===== src/rtl/alu_pkg.sv =====
// Shared ALU opcode encodings and widths.
// Imported by the decoder and the execute-stage ALU.
package alu_pkg;

   localparam int XLEN = 32;

   localparam logic [2:0] ALU_ADD = 3'd0;
   localparam logic [2:0] ALU_SUB = 3'd1;
   localparam logic [2:0] ALU_AND = 3'd2;
   localparam logic [2:0] ALU_OR  = 3'd3;
   localparam logic [2:0] ALU_XOR = 3'd4;
   localparam logic [2:0] ALU_SLL = 3'd5;
   localparam logic [2:0] ALU_SRL = 3'd6;
   localparam logic [2:0] ALU_SRA = 3'd7;

endpackage


===== src/rtl/alu_shifter.sv =====
// Combinational barrel shifter for SLL/SRL/SRA.
// Modes other than SRL/SRA fall through to SLL.
module alu_shifter
   import alu_pkg::*;
(
   input  logic [XLEN-1:0] a,
   input  logic [4:0]      shamt,
   input  logic [2:0]      mode,
   output logic [XLEN-1:0] res
);

   always_comb begin
      res = a << shamt;
      unique case (1'b1)
         (mode == ALU_SRL): res = a >> shamt;
         (mode == ALU_SRA): res = $unsigned($signed(a) >>> shamt);
         default:           res = a << shamt;
      endcase
   end

endmodule


===== src/rtl/rv32i_alu.sv =====
// RV32I execute-stage ALU with a one-cycle registered result.
// zero is computed from the same next value so it tracks out exactly.
module rv32i_alu
   import alu_pkg::*;
(
   input  logic            clk,
   input  logic            rst,
   input  logic [XLEN-1:0] a,
   input  logic [XLEN-1:0] b,
   input  logic [2:0]      op,
   output logic [XLEN-1:0] out,
   output logic            zero
);

   logic            sub;
   logic [XLEN-1:0] bx;
   logic [XLEN-1:0] cin;
   logic [XLEN-1:0] sum;
   logic [XLEN-1:0] shres;
   logic [XLEN-1:0] nxt;

   // One adder serves both: SUB is a + ~b + 1.
   assign sub = (op == ALU_SUB);
   assign bx  = sub ? ~b : b;
   assign cin = {{(XLEN-1){1'b0}}, sub};
   assign sum = a + bx + cin;

   alu_shifter u_shifter (
      .a     (a),
      .shamt (b[4:0]),
      .mode  (op),
      .res   (shres)
   );

   always_comb begin
      nxt = sum;
      unique case (1'b1)
         (op == ALU_ADD),
         (op == ALU_SUB): nxt = sum;
         (op == ALU_AND): nxt = a & b;
         (op == ALU_OR):  nxt = a | b;
         (op == ALU_XOR): nxt = a ^ b;
         default:         nxt = shres;
      endcase
   end

   always_ff @(posedge clk) begin
      if (rst) begin
         out  <= '0;
         zero <= 1'b1;
      end else begin
         out  <= nxt;
         zero <= (nxt == '0);
      end
   end

endmodule


===== config.mk =====
export PLATFORM = sky130hd
export DESIGN_NAME = rv32i_alu
export DESIGN_NICKNAME = d
export VERILOG_FILES = /design/src/rtl/alu_pkg.sv /design/src/rtl/alu_shifter.sv /design/src/rtl/rv32i_alu.sv
export SDC_FILE = /design/constraint.sdc
export NUM_CORES = 1
export LEC_CHECK = 0
export ABC_AREA = 1
export CORE_ASPECT_RATIO = 1.75
export CORE_UTILIZATION = 35
export DETAILED_ROUTE_END_ITERATION = 8
export PLACE_DENSITY = 0.54
export SETUP_SLACK_MARGIN = 0.02
export SYNTH_ARGS = -nofsm -noshare
export SYNTH_HDL_FRONTEND = slang
export SYNTH_SLANG_ARGS = --single-unit

===== constraint.sdc =====
create_clock -name clk -period 5.3 [get_ports clk]
set_clock_uncertainty 0.2 [all_clocks]
set_input_delay 0.795 -clock clk [delete_from_list [all_inputs] [get_ports clk]]
set_output_delay 0.795 -clock clk [all_outputs]
set_load 0.05 [all_outputs]

After elaboration in Yosys (flattened, before gate mapping)

Index checks and enable logic that the tools add are counted.

Eq/ne operators: 6
Mux-type cells: 3
$add $sub $neg: 2
Reduce and logical (&&, ||, !) cells: 3
Shift-type cells: 3
Bitwise logic cells: 4

Operators by type and width:

| cell               | number |
|---|---|
| $pmux 32 s4        | 1 |
| $pmux 32 s2        | 1 |
| $add 32x1->32      | 1 |
| $add 32x32->32     | 1 |
| $and 32x32->32     | 1 |
| $logic_not 32->1   | 1 |
| $mux 32            | 1 |
| $not 32->32        | 1 |
| $or 32x32->32      | 1 |
| $shl 32x5->32      | 1 |
| $shr 32x5->32      | 1 |
| $sshr 32x5->32     | 1 |
| $xor 32x32->32     | 1 |
| $eq 3x3->1 const B | 3 |
| $eq 3x2->1 const B | 2 |
| $eq 3x1->1 const B | 1 |
| $logic_not 3->1    | 1 |
| $reduce_or 2->1    | 1 |

Logic and storage cells: 23
Flip-flop bits (word level): 33
Output and inout bits: 33

Logic depth before layout (Yosys ltp)

Word-level depth: 6
Depth in mapped cells: 24
Depth with buffers taken out: 23

By module

From an unflattened synthesis, not the netlist that was laid out.

Cells, all modules: 1755
Area, all modules: 9364.0 um2

By module, submodules not included:

| module      | area an instance (um2) | times used | cells each |
|---|---|---|---|
| rv32i_alu   | 5703.0                 | 1          | 966 |
| alu_shifter | 3661.0                 | 1          | 789 |

Worst setup path before layout

Ideal clock, no wire load.

Path kind: input port to flip-flop
Start: input port op[0]
End: register zero
Path buffers: 2
Stages on the path: 20
Path slack: 1762 ps
Data arrival time: 3280 ps
Path through: buf_2 nand2_1 buf_1 xor2_1 ha_1 nand2_1 inv_1 a21oi_1 nand2_1 nand2_1 nand2_1 o21ai_0 o21ai_0 nor2_1 nand2_1 nor2_1 nand2_1 nor2_1 nand3_1 nand2_1

Cells in the longest elaborated chain, start to end: 6
Elaborated cells between the ends (all ways): 14
Classes of those cells: 2 x add/sub; 6 x eq/ne; 3 x mux; 3 x reduce/logical

Ends and longest elaborated chain:

| what                   | line                             | text |
|---|---|---|
| start: declaration     | rv32i_alu.sv:10                  | `input logic [2:0] op,` |
| $eq 3x1->1             | rv32i_alu.sv:23, rv32i_alu.sv:39 |  |
| $mux 32                | rv32i_alu.sv:24                  | `assign bx = sub ? ~b : b;` |
| $add 32x32->32         | rv32i_alu.sv:26                  | `assign sum = a + bx + cin;` |
| $add 32x1->32          | rv32i_alu.sv:26                  |  |
| $pmux 32 s4 (*)        | rv32i_alu.sv:37                  | `unique case (1'b1)` |
| $logic_not 32->1 (*)   | rv32i_alu.sv:53                  | `zero <= (nxt == '0);` |
| end signal: assignment | rv32i_alu.sv:53                  |  |
| end: declaration       | rv32i_alu.sv:12                  | `output logic zero` |

Mark *: on every way between the ends. The rest lies on a longest branch, timed or not.
A chain may end at the register's enable or synchronous reset.

Final worst setup path

Start: input port op[2]
End: register zero

The elaborated chain is that of the path after synthesis.

==> impl_metrics.tcl <==
set metrics [dict create \
    outcome "finished, final reports clean" \
    vias_per_cell 5.68 \
    finalPower_w 0.00177 \
    synth-seq-cells 33 \
    vias 11500 \
    numCtsBuffers 5 \
    multiInputGateArea_mm2 0.00728 \
    cp_common_cell "nand2_1" \
    synth_edf_count 0 \
    die_y_um 214 \
    layout.nets 1882 \
    synthXorXnorAreaFrac_pct 3.42 \
    gp_congestion 1.00 \
    synth_top_family_by_area "simple AND/OR/NAND/NOR gates" \
    grt_pass1_vias 11300 \
    cts.path.max_buffers 2 \
    ys_warn_count 0 \
    cts.sinks 33 \
    ys_seq_area_share_pct 7.37 \
    critPathMaxStageDelay_ns 0.58 \
    seq_area_um2 661 \
    fill_cells 2921 \
    tightestPinTransition_ns 1.12 \
    gr-usage-met2_pct 64.7 \
    synthAdderAreaFrac_pct 14.5 \
    drive_above_1_share_pct 3.39 \
    synth_compound_area_share_pct 13.4 \
    antenna_found_initial 0 \
    p_leak_nw 5.27 \
    dieWidth_um 123 \
    netlist_top_cells_area "nand2_1 23%, nand3_1 17%, ha_1 14%, dfxtp_1 7.4%, inv_1 6.6%" \
    hold_path.class "in -> reg" \
    antennaDiodeCount 0 \
    areaGrowthSynthToFinish_pct 14.9 \
    slew_headroom_pct 25.1 \
    worstPathRequired_ns 5.27 \
    postRouteWirelength_mm 44.5 \
    cts_resized 0 \
    synthesis.nets 1831 \
    synthTopCellsByCount "555 x nand2_1, 300 x nand3_1, 158 x inv_1, 126 x nor2_1, 102 x ha_1" \
    htree_levels 2 \
    drcViolationCount 0 \
    avgRoutedWirePerCell_um 22.0 \
    place_ws_ns 0.392 \
    cts_tree "yes" \
    layout.cells.non_filler 2027 \
    worstPathCellList "clkdlybuf4s50_1 > nor2_4 > nand2_2 > buf_12 > xor2_1 > ha_1 > a21oi_1 > o21ai_0 > inv_1 > nand3_1 > xnor2_1 > o21ai_0 > nand2_1 > nand2_1 > nor2_1 > nand2_1 > nor2_1 > nand3_1 > nand2_1" \
    clock_tree.root_cell "clkbuf_16" \
    track_usage_pct 34.3 \
    power.density_mw_per_mm2 172 \
    cts_setup_buffers 0 \
    ios 102 \
    grt-ovfl-total 0 \
    crit_path_end_kind "register" \
    grt_pass1_wl_mm 65.8 \
    initial_core_util_pct 35.5 \
    setup_tns_ns 0 \
    cts_hold_buf 0 \
    grt.met3_usage_pct 3.99 \
    syn_inst 1659 \
    synth.area.mux_share_pct 0.112 \
    yosys.cell_types.count 48 \
    grt_use_met1_pct 33.8 \
    grt_start_max_net_pins 72 \
    drt_pass1_iterations 5 \
    avgSynthCellArea_um2 5.40 \
    synth_top_area_share_pct 23.3 \
    core_mm2 0.0252 \
    finalSetupViolCount 0 \
    dp.cells 2019 \
    period_share_pct 87.9 \
    vdd_drop_max_uv 109 \
    fmax_mhz 215 \
    synth_top_area_cell "nand2_1" \
    async_reset_ff_share_pct 0 \
    drv_cap 0 \
    grt_setup_unrepaired "no" \
    dieArea_mm2 0.0263 \
    syn_area_mm2 0.00896 \
    rows 77 \
    slew_viol_final 0 \
    finish.instance_area_mm2 0.0103 \
    hpwl_mm 36.3 \
    synthSimpleGateAreaFrac_pct 49.7 \
    yosysMostFrequentCell "nand2_1" \
    worst_slack_ns 0.642 \
    period_minus_slack_ns 4.66 \
    placed_cell_area_mm2 0.0101 \
    hold_violations 0 \
    busiest_layer "met2" \
    ant_nets 0 \
    clk_pin_slew_ns 0.05 \
    critPathKind "in -> reg" \
    cp_max_fo 15 \
    cp_slowest_cell "clkdlybuf4s50_1" \
    worstSetupStartpointType "primary input" \
    critPathArrivalTime_ns 4.63 \
    drt_iter0_markers 954 \
    ys.flop_type "dfxtp_1" \
    portBuffers 101 \
]
==> where the power goes <==
part	internal, W	switching [W]	leakage [nW]
sequential	0.000273	0.0000103	0.274
clock	0.000172	0.000104	0.0696
combinational	0.000371	0.000836	4.92
total	0.000816	0.000950	5.27
==> worst paths after layout <==
kind	start	endpoint	slack, ns	depth (start not counted)
hold / removal	rst	out[27]	1.12	3
setup / recovery	op[2]	zero	0.64	19
==> metrics by stage <==
stage	util, %	hold slack (ns)
3_3_place_gp	40.2	1.41
4_1_cts	40.8	1.12
5_1_grt	40.8	1.15
2_1_floorplan	-	0.856
6_report	40.8	1.12
3_5_place_dp	40.2	1.41
==> flip-flops by register name, indices dropped and copies added (netlist names) <==
name  cells
out      32
zero      1
==> area by class of cell <==
cell class / instances / share of cell area, %
repair buffers: 125 / 11.5
flip-flops and latches: 33 / 6.42
multi-input cells: 1378 / 70.7
clock inverters: 3 / 0.170
inverters: 167 / 6.11
well taps: 316 / 3.84
clock buffers: 5 / 1.22
==> critical path: cells and delay by family <==
family	cells	cell delay, ns
and+or+nand+nor	10	1.27
AOI/OAI and AO/OA	3	0.97
buffers and inverters	3	0.87
xor gates and xnor gates	2	0.35
adders and majority gates	1	0.35
==> cell families (layout without fill, tap and decap cells) <==
family / after synthesis / count (layout)
AO/OA/AOI/OAI: 200 / 200
AND/OR/NAND/NOR: 1039 / 1039
multiplexers: 1 / 1
XOR/XNOR: 35 / 35
adder cells (fa/ha/maj): 103 / 103
buffers and inverters: 248 / 300
flip-flops: 33 / 33
==> layout by cell type, fill, tap and decap left out, drive strengths merged, types with 13 or more instances in the layout <==
master,count
inv,165
dfxtp,33
buf,27
o21ai,75
nand3,301
a211oi,14
xor2,31
and2,13
nand4,18
nand2,558
nor2,129
clkdlybuf4s50,98
a221oi,15
a21oi,57
o211ai,19
ha,102
==> per-layer routing <==
layer / vias to the layer above / wire length (µm)
li1: 5567 / -
met1: 5357 / 15300
met2: 428 / 23500
met3: 164 / 2230
met4: 0 / 3600
met5: - / 0
(Power assumes the default switching activity.)
